$ cat config.mk
export PLATFORM = sky130hd
export DESIGN_NAME = output_port_arbiter
export DESIGN_NICKNAME = d
export VERILOG_FILES = /design/src/rtl/output_port_arbiter.sv
export SDC_FILE = /design/constraint.sdc
export NUM_CORES = 1
export LEC_CHECK = 0
export ABC_AREA = 0
export CORE_ASPECT_RATIO = 0.9
export CORE_UTILIZATION = 40
export DETAILED_ROUTE_END_ITERATION = 8
export PLACE_DENSITY_LB_ADDON = 0.3
export SLEW_MARGIN = 15
export SYNTH_ARGS = -nofsm -noshare
export SYNTH_HDL_FRONTEND = slang
export SYNTH_SLANG_ARGS = --single-unit
$ cat constraint.sdc
create_clock -name clk -period 4.3 [get_ports clk]
set_clock_uncertainty 0.2 [all_clocks]
set_input_delay 0.43 -clock clk [delete_from_list [all_inputs] [get_ports clk]]
set_output_delay 0.43 -clock clk [all_outputs]
set_load 0.02 [all_outputs]
$ cat src/rtl/output_port_arbiter.sv
// Per-output-port round-robin arbiter for the 5-port mesh router: locks a grant for one
// whole packet and steers the winner's flits onto the shared output channel.
module output_port_arbiter #(
    parameter int unsigned N_IN    = 5,
    parameter int unsigned DATA_W  = 8,
    parameter int unsigned PKT_LEN = 4,
    parameter int unsigned CNT_W   = 3
) (
    input  logic                     clk,
    input  logic                     rst,
    input  logic [N_IN-1:0]          req,
    input  logic [N_IN-1:0]          in_val,
    input  logic [N_IN*DATA_W-1:0]   in_data,
    output logic [N_IN-1:0]          in_ret,
    output logic [N_IN-1:0]          grant,
    output logic                     out_val,
    output logic [DATA_W-1:0]        out_data,
    input  logic                     out_ret,
    output logic                     busy,
    output logic                     abort
);

    localparam int unsigned SEL_W = (N_IN > 1) ? $clog2(N_IN) : 1;
    localparam logic [CNT_W-1:0] LAST_CNT = CNT_W'(PKT_LEN - 1);
    localparam logic [SEL_W-1:0] LAST_SEL = SEL_W'(N_IN - 1);

    typedef enum logic [0:0] {StIdle, StBusy} state_e;

    state_e            state_q, state_d;
    logic [N_IN-1:0]   grant_q, grant_d;
    logic [SEL_W-1:0]  sel_q, sel_d;
    logic [SEL_W-1:0]  rr_ptr_q, rr_ptr_d;
    logic [CNT_W-1:0]  flit_cnt_q, flit_cnt_d;
    logic              abort_q, abort_d;

    logic              arb_found;
    logic [SEL_W-1:0]  arb_sel;
    logic [SEL_W-1:0]  cand;
    int unsigned       idx;
    logic              transfer;
    logic [SEL_W-1:0]  ptr_after;

    // Round-robin search: rr_ptr, rr_ptr+1, ... wrapping at N_IN.
    always_comb begin
        arb_found = 1'b0;
        arb_sel   = '0;
        idx       = 0;
        cand      = '0;
        for (int unsigned i = 0; i < N_IN; i++) begin
            idx = 32'(rr_ptr_q) + i;
            if (idx >= N_IN) begin
                idx = idx - N_IN;
            end
            cand = SEL_W'(idx);
            if (!arb_found && req[cand]) begin
                arb_found = 1'b1;
                arb_sel   = cand;
            end
        end
    end

    always_comb begin
        busy     = (state_q == StBusy);
        out_val  = busy & in_val[sel_q];
        out_data = busy ? in_data[32'(sel_q) * DATA_W +: DATA_W] : '0;
        in_ret   = grant_q & {N_IN{out_ret}};
        grant    = grant_q;
        abort    = abort_q;
        transfer = out_val & out_ret;
    end

    assign ptr_after = (sel_q == LAST_SEL) ? '0 : sel_q + 1'b1;

    always_comb begin
        state_d    = state_q;
        grant_d    = grant_q;
        sel_d      = sel_q;
        rr_ptr_d   = rr_ptr_q;
        flit_cnt_d = flit_cnt_q;
        abort_d    = 1'b0;
        unique case (state_q)
            StIdle: begin
                if (arb_found) begin
                    state_d    = StBusy;
                    sel_d      = arb_sel;
                    grant_d    = N_IN'(1) << arb_sel;
                    flit_cnt_d = '0;
                end
            end
            StBusy: begin
                // A final transfer wins over a same-cycle req drop: normal completion.
                if (transfer && (flit_cnt_q == LAST_CNT)) begin
                    state_d    = StIdle;
                    grant_d    = '0;
                    flit_cnt_d = '0;
                    rr_ptr_d   = ptr_after;
                end else if (!req[sel_q]) begin
                    state_d    = StIdle;
                    grant_d    = '0;
                    flit_cnt_d = '0;
                    rr_ptr_d   = ptr_after;
                    abort_d    = 1'b1;
                end else if (transfer) begin
                    flit_cnt_d = flit_cnt_q + 1'b1;
                end
            end
            default: begin
                state_d = StIdle;
                grant_d = '0;
            end
        endcase
    end

    always_ff @(posedge clk or negedge rst) begin
        if (!rst) begin
            state_q    <= StIdle;
            grant_q    <= '0;
            sel_q      <= '0;
            rr_ptr_q   <= '0;
            flit_cnt_q <= '0;
            abort_q    <= 1'b0;
        end else begin
            state_q    <= state_d;
            grant_q    <= grant_d;
            sel_q      <= sel_d;
            rr_ptr_q   <= rr_ptr_d;
            flit_cnt_q <= flit_cnt_d;
            abort_q    <= abort_d;
        end
    end

endmodule

; After elaboration in Yosys (flattened, before gate mapping)
; Cells that the tools add are included.
[totals]
ff_bits = 16
inputBits = 53
wordCells = 102
output_inout_bits = 21
[classes]
shift = 2
addsub = 11
n_reduce_logical = 13
mux = 49
n_eq_ne = 6
bitwise_logic = 4
order_cmp = 11
[ops]
columns = cell, count
row1 = $mux 3, 17
row2 = $shiftx 40x7->8, 1
row3 = $lt 3x4->1 const B, 6
row4 = $bmux 1 s3, 7
row5 = $mux 1, 18
row6 = $ge 4x3->1 const B, 4
row7 = $mux 5, 3
row8 = $sub 3x3->3 const B, 5
row9 = $pmux 5 s2, 1
row10 = $add 3x2->4 const B, 2
row11 = $mux 8, 1
row12 = $reduce_and 2->1, 4
row13 = $add 3x1->3 const B, 2
row14 = $pmux 3 s2, 1
row15 = $and 5x5->5, 1
row16 = $logic_and 1x1->1, 5
row17 = $shl 1x3->5 const A, 1
row18 = $add 3x1->4 const B, 1
row19 = $add 3x3->4 const B, 1
row20 = $logic_not 1->1, 4
row21 = $ne 2x2->1 const B, 2
row22 = $ne 4x4->1 const B, 1
row23 = $eq 3x2->1 const B, 1
row24 = $eq 3x3->1 const B, 1
row25 = other kinds (5), 6

; Depth between registers and ports, before layout
; Gate-level depths: netlist of the first run.
[logic_depth]
ltp_word = 20
mapped_depth = 14
ltp_nobuf = 13

; Worst setup path after synthesis of the first run
; Ideal clock, no wire load.
[synth_path]
path_type = reg2reg
startpoint = register rr_ptr_q[0]
endpoint = register flit_cnt_q[0]
required_ns = 3.972
setup_ns = 0.128
slack_ns = 0.518
period_less_slack_ns = 3.782
n_path_buf = 1
arrival_time_ns = 3.454
stages_incl_launch_ff = 14
path_cell_list = dfrtp_1 buf_2 clkinv_1 ha_1 inv_1 fa_1 or3_1 and3_1 o211a_1 nor4b_2 nand3_2 a21oi_2 nand2_1 mux2_1
[synth_via]
elab_chain_len = 19
elab_cells_between_ends = 44
classes_between = 9 x add/sub / 5 x order compare / 1 x eq/ne / 20 x mux / 9 x reduce/logical
[synth_rtl]
columns = item, line_no
row1 = from (decl), 32  ; logic [SEL_W-1:0] rr_ptr_q, rr_ptr_d;
row2 = from (signal assigned), 126  ; rr_ptr_q <= rr_ptr_d;
row3 = "parallel branches: the longest is 16 deep, another holds $add 3x1->4", -
row4 = $mux 1 (*), 55  ; if (!arb_found && req[cand]) begin
row5 = $ne 2x2->1 (no line) (*), -
row6 = $reduce_and 2->1 (no line) (*), -
row7 = to (signal assigned), 127  ; flit_cnt_q <= flit_cnt_d;
row8 = to (decl), 33  ; logic [CNT_W-1:0] flit_cnt_q, flit_cnt_d;
; Every way passes the cells marked *. The select of a mux whose other input is x is not followed.
; A chain may end at the register's enable or synchronous reset.

; Final worst setup path of the first run
[layout_path]
startpoint = register rr_ptr_q[1]
endpoint = register flit_cnt_q[0]
; Same word-level chain as after synthesis.

==> impl_metrics.tcl, run 1 <==
set metrics [dict create \
    outcome "completed" \
    wl_met1_mm 2.88 \
    worstSetupPathType "reg2reg" \
    initial_utilization 0.429 \
    pwr-share-clk 0.050 \
    rsz0062_at_grt "false" \
    dp.cells 387 \
    period_needed_ps 3950 \
    globalplace.congestion 0.876 \
    antenna_found_initial 0 \
    hold_violations 0 \
    vias_per_cell 5.96 \
    layout_commonest_cell "clkdlybuf4s50_1" \
    ir_drop_mv 0.522 \
    arrival_ps 3880 \
    tns_ps 0 \
    synthFlopType "dfrtp_1" \
    drv_cap 0 \
    hpwl_mm 5.08 \
    clk_pin_slew_ps 60 \
    switching_share 0.516 \
    cp_max_fo 9 \
    crit_cells 11 \
    clock_sinks 16 \
    synth-edff-count 0 \
    r2r-end "flit_cnt_q[0]$_DFFE_PN0P_" \
    grt_util_all_layers 0.232 \
    grt_pass1_wl_mm 10.4 \
    internal-power_w 0.00130 \
    portBuffers 73 \
    p_comb_frac 0.831 \
    yosys.cell_types.count 64 \
    cts_setup_buffers 0 \
    ios 74 \
    worst_pin_slew_ps 826 \
    wl_met3_um 543 \
    area_growth_syn_to_layout_pct 39.2 \
    grt_max_degree 29 \
    die_y_um 71.6 \
    synth_area_mm2 0.00215 \
    maxClockFrequency_ghz 0.253 \
    cts-root-buf "clkbuf_8" \
    instances_no_fill 391 \
    crit_path_start "rr_ptr_q[1]$_DFFE_PN0P_" \
    cts_hold_buf 0 \
    vias 2329 \
    wl_met2_mm 2.92 \
    power_w 0.00268 \
    p_sw_w 0.00138 \
    whs_ps 287 \
    detail-route-antenna-nets 0 \
    cp_top_family "simple AND/OR/NAND/NOR gates" \
    insertion_delay_ps 250 \
    cts_buffers 3 \
    fillers 460 \
    final_cell_mix "clkdlybuf4s50_1 (73), nor2_1 (24), nand2_1 (21), dfrtp_1 (16), inv_1 (13)" \
    drive_gt1_frac 0.104 \
    hold_path_class "reg2reg" \
    grt_overflow 0 \
    wl_mm 6.40 \
    ys_seq_area_frac 0.186 \
    dr.max_layer_used "met4" \
    nets 393 \
    syn-num-nets 323 \
    critPathSlowestCell "dfrtp_1" \
    final-seq-area_um2 400 \
    setup_viol 0 \
    num_antenna_cells 0 \
    reg2reg_from "rr_ptr_q[1]$_DFFE_PN0P_" \
    synth_warnings 0 \
    clockBufferDepth 2 \
    cts_max_level 1 \
    drtIter0Drc 156 \
    seqPwrFrac 0.119 \
    max_stage_delay_ps 520 \
    syn_inst 257 \
    dr.pass1.iters 6 \
    cp-start-kind "register" \
    cts_tree "yes" \
    die_w_um 79.3 \
    leakage_nw 1.23 \
    avgSynthCellArea_um2 8.38 \
    slew_headroom 0.449 \
    grt_pass1_vias 2136 \
    drv_slew 0 \
    worstPathCellList "ha_1 -> inv_1 -> fa_1 -> or3_1 -> and3_1 -> o211a_1 -> nor4b_2 -> nand3_2 -> a21oi_2 -> nand2_1 -> mux2_1" \
    worstSetupEndpoint "flit_cnt_q[0]$_DFFE_PN0P_" \
    ys_ff_latch 16 \
    p_per_area_mw_per_mm2 894 \
    critPathBufInv 1 \
    rows 24 \
    rrSetupSlack_ps 350 \
    wl_per_cell_um 16.4 \
    cp.required_ps 4230 \
    r2r_cells 11 \
    period_share 0.918 \
    hold-path-cell-count 1 \
    hold_start "flit_cnt_q[2]$_DFFE_PN0P_" \
    async_reset_ff_frac 1.00 \
    drcViolationCount 0 \
    postCtsResizedCells 0 \
    end_kind "register" \
    core_area_mm2 0.00501 \
    multiInputGateArea_mm2 0.00164 \
    fp.dieArea_mm2 0.00568 \
]
cells in the mapped netlist (6+ instances only):
cell type,n,area [um2]
a21oi_1,9,45.0
a22oi_1,9,67.6
and2_1,6,37.5
clkbuf_1,7,26.3
dfrtp_1,16,400
ha_1,12,150
inv_1,13,48.8
mux2i_1,6,60.1
mux4_2,11,248
nand2_1,21,78.8
nand3_1,7,35.0
nor2_1,24,90.1
nor3_1,9,45.0
o21ai_0,8,40.0
registers in the layout, summed over array words and instances, names as in the netlist:
| signal | cells |
|---|---|
| grant | 5 |
| flit_cnt_q | 3 |
| rr_ptr_q | 3 |
| sel_q | 3 |
| abort | 1 |
| busy | 1 |
metrics by stage:
| stage | worst slack (ps) | instance area (um2) | utilization |
|---|---|---|---|
| 2_1_floorplan | 518 | 2150 | - |
| 3_3_place_gp | 491 | 2940 | 0.587 |
| 3_5_place_dp | 392 | 2940 | 0.587 |
| 4_1_cts | 377 | 3000 | 0.598 |
| 5_1_grt | 169 | 3000 | 0.598 |
| 6_report | 353 | 3000 | 0.598 |
layout make-up:
| cell class | instances | share of cell area |
|---|---|---|
| flip-flops and latches | 16 | 0.134 |
| inverters | 14 | 0.0175 |
| clock buffers | 4 | 0.0184 |
| multi-input cells | 214 | 0.547 |
| repair buffers | 78 | 0.256 |
| well taps | 65 | 0.0271 |
layer usage:
metal / up-vias / GRT usage
met1: 1101 / 0.325
met4: 0 / 0.0505
met5: - / 0
li1: 1112 / -
met3: 7 / 0.0331
met2: 109 / 0.382
kinds of logic after synthesis:
logic type,count (synthesis),synth area share
AO/OA/AOI/OAI,72,0.241
flip-flops,16,0.186
adder cells (fa/ha/maj),13,0.0790
buffers and inverters,27,0.0523
multiplexers,24,0.180
AND/OR/NAND/NOR,103,0.255
XOR/XNOR,2,0.00814
worst min-delay path by stage:
stage,slack (ps),end
after CTS,290,flit_cnt_q[2]$_DFFE_PN0P_
after detailed placement,280,flit_cnt_q[2]$_DFFE_PN0P_
after global routing,310,flit_cnt_q[1]$_DFFE_PN0P_
final,290,flit_cnt_q[2]$_DFFE_PN0P_
after global placement,270,flit_cnt_q[2]$_DFFE_PN0P_
after floorplan,-70,abort$_DFF_PN0_
worst register-to-register path, cell delays in order (launching register included):
cell	delay, ps
dfrtp_1	520
ha_1	250
inv_1	60
fa_1	470
or3_1	430
and3_1	210
o211a_1	270
nor4b_2	460
nand3_2	190
a21oi_2	290
nand2_1	150
mux2_1	320
power groups by stage:
| stage | clock network [W] | logic [W] | registers [W] |
|---|---|---|---|
| floorplan | 0 | 0.00168 | 0.000282 |
| global placement | 0 | 0.00217 | 0.000321 |
| detailed placement | 0 | 0.00220 | 0.000324 |
| CTS | 0.000136 | 0.00221 | 0.000321 |
| global route | 0.000143 | 0.00246 | 0.000334 |
| finish | 0.000133 | 0.00223 | 0.000319 |
Note: power is estimated with default switching activity, not from simulation.
==> inputs of run 2 (changes only) <==
--- a/config.mk
+++ b/config.mk
@@ -8,7 +8,9 @@
 export ABC_AREA = 0
 export CORE_ASPECT_RATIO = 0.9
 export CORE_UTILIZATION = 40
+export CTS_CLUSTER_SIZE = 14
 export DETAILED_ROUTE_END_ITERATION = 8
+export HOLD_SLACK_MARGIN = 0.03
 export PLACE_DENSITY_LB_ADDON = 0.3
 export SLEW_MARGIN = 15
 export SYNTH_ARGS = -nofsm -noshare
==> results of run 2 <==
Same layout as run 1: the final DEF is identical, and so are final timing and power.
==> inputs of run 3 (changes only) <==
--- a/config.mk
+++ b/config.mk
@@ -6,13 +6,16 @@
 export NUM_CORES = 1
 export LEC_CHECK = 0
 export ABC_AREA = 0
+export CAP_MARGIN = 15
 export CORE_ASPECT_RATIO = 0.9
 export CORE_UTILIZATION = 40
 export CTS_CLUSTER_SIZE = 14
 export DETAILED_ROUTE_END_ITERATION = 8
 export HOLD_SLACK_MARGIN = 0.03
 export PLACE_DENSITY_LB_ADDON = 0.3
+export SETUP_SLACK_MARGIN = 0.5
 export SLEW_MARGIN = 15
 export SYNTH_ARGS = -nofsm -noshare
 export SYNTH_HDL_FRONTEND = slang
 export SYNTH_SLANG_ARGS = --single-unit
+export TNS_END_PERCENT = 1
==> run 3 against run 2 <==
- final area rose by 1.8%
- first-iteration DRC count rose by 16%
- largest power group unchanged
- maximum frequency rose by 5.8%
- clock power barely moved
- via count did not move
- count of clock-buffer cells in the layout did not move
- cell count did not move
- register-to-register slack improved by 220 ps
- worst hold slack improved by 0.57 ps
- global-route usage rose by 0.35 points
==> impl_metrics.tcl, run 3 (synthesis results as in run 1) <==
set metrics [dict create \
    grt_pass1_wl_mm 10.5 \
    arrival_ps 3670 \
    initial_utilization 0.429 \
    cts_max_level 1 \
    largest_register_ffs 5 \
    final_core_utilization 0.609 \
    vias_per_cell 5.96 \
    portBuffers 73 \
    tns_ps 0 \
    clockBufferDepth 2 \
    final_cell_mix "clkdlybuf4s50_1 (73), nor2_1 (24), nand2_1 (21), dfrtp_1 (14), inv_1 (12)" \
    fillers 447 \
    drive_gt1_frac 0.132 \
    worstSetupPathType "reg2reg" \
    cts_setup_buffers 0 \
    drtIter0Drc 181 \
    vias 2329 \
    worst_pin_slew_ps 848 \
    area_growth_syn_to_layout_pct 41.7 \
    cts_hold_buf 0 \
    grt_overflow 0 \
    r2r_cells 11 \
    ir_drop_mv 0.550 \
    globalplace.congestion 0.876 \
    hold_start "flit_cnt_q[2]$_DFFE_PN0P_" \
    hold_path_class "reg2reg" \
    cts_buffers 3 \
    fp.dieArea_mm2 0.00568 \
    cp-start-kind "register" \
    clk_pin_slew_ps 70 \
    drv_slew 0 \
    cts_tree "yes" \
    grt_util_all_layers 0.236 \
    grt_max_degree 29 \
    leakage_nw 1.24 \
    period_share 0.868 \
    die_w_um 79.3 \
    rrSetupSlack_ps 570 \
    grt_pass1_vias 2158 \
    maxClockFrequency_ghz 0.268 \
    reg2reg_from "rr_ptr_q[0]$_DFFE_PN0P_" \
    wl_per_cell_um 16.7 \
    final-seq-area_um2 403 \
    multiInputGateArea_mm2 0.00169 \
    wl_mm 6.52 \
    ios 74 \
    period_needed_ps 3730 \
    outcome "completed" \
    insertion_delay_ps 250 \
    cts-root-buf "clkbuf_8" \
    p_per_area_mw_per_mm2 923 \
    hold-path-cell-count 1 \
    cp_max_fo 28 \
    hpwl_mm 5.08 \
    rsz0062_at_grt "true" \
    slew_headroom 0.435 \
    worstHoldEndpoint "flit_cnt_q[2]$_DFFE_PN0P_" \
    antenna_found_initial 0 \
    drcViolationCount 0 \
    layout_commonest_cell "clkdlybuf4s50_1" \
    hold_violations 0 \
    core_area_mm2 0.00501 \
    num_antenna_cells 0 \
    nets 393 \
    cp.required_ps 4240 \
    detail-route-antenna-nets 0 \
    die_y_um 71.6 \
    r2r-end "sel_q[2]$_DFFE_PN0P_" \
    end_kind "register" \
    setup_viol 0 \
    clock_sinks 16 \
    drv_cap 0 \
    rows 24 \
    dr.pass1.iters 4 \
]
==> run 3: how the worst max path moves through the flow <==
stage | startpoint | to | slack, ps | depth (start not counted)
CTS | rr_ptr_q[0]$_DFFE_PN0P_ | sel_q[2]$_DFFE_PN0P_ | 540 | 11
detailed placement | rr_ptr_q[1]$_DFFE_PN0P_ | flit_cnt_q[2]$_DFFE_PN0P_ | 390 | 11
finish | rr_ptr_q[0]$_DFFE_PN0P_ | sel_q[2]$_DFFE_PN0P_ | 570 | 11
global route | rr_ptr_q[0]$_DFFE_PN0P_ | sel_q[2]$_DFFE_PN0P_ | 480 | 11
global placement | rr_ptr_q[1]$_DFFE_PN0P_ | sel_q[2]$_DFFE_PN0P_ | 490 | 11
floorplan | rr_ptr_q[0]$_DFFE_PN0P_ | flit_cnt_q[0]$_DFFE_PN0P_ | 520 | 13
==> run 3: worst max-delay path: stages, from the launching register on <==
cell and delay (ps):
dfrtp_1 390, buf_4 230, ha_2 250, and3b_4 190, o31a_1 350, o41a_1 410, or4_4 570, a32o_1 240
a21oi_1 190, mux2i_1 90, a31o_1 240, mux2_2 270
==> run 3: where the power goes <==
part / switching [W] / internal (W)
registers: 0.000111 / 0.000214
clock network: 0.0000521 / 0.0000812
logic: 0.00129 / 0.00107
==> run 3: layout make-up <==
cell class	count	share of cell area
Clock buffer	4	0.0180
Inverter	14	0.0172
Multi-Input combinational cell	214	0.554
Sequential cell	16	0.132
Tap cell	65	0.0267
Timing Repair Buffer	78	0.252
==> run 3: repair_timing <==
action	4_1_cts	5_1_grt
setup endpoints to repair	5	10
pin swaps	0	1
resized for setup	2	11
==> run 3: routing by layer <==
metal  vias to the layer above  share of wire  global-route usage
li1                       1114              -                   -
met1                      1112           0.44               0.326
met2                        99           0.47               0.393
met3                         4          0.082              0.0331
met4                         0         0.0055              0.0505
met5                         -              0                   0
==> run 3: stage by stage <==
| step | worst slack (ps) | cell area [um2] | std cells | hold slack, ps | total power, W |
|---|---|---|---|---|---|
| final | 568 | 3050 | 391 | 287 | 0.00282 |
| after global routing | 477 | 3050 | 391 | 305 | 0.00307 |
| after CTS | 536 | 3010 | 391 | 292 | 0.00270 |
| after detailed placement | 392 | 2940 | 387 | 277 | 0.00253 |
| after global placement | 491 | 2940 | 387 | 271 | 0.00250 |
| after floorplan | 518 | 2150 | 257 | -65.6 | 0.00196 |
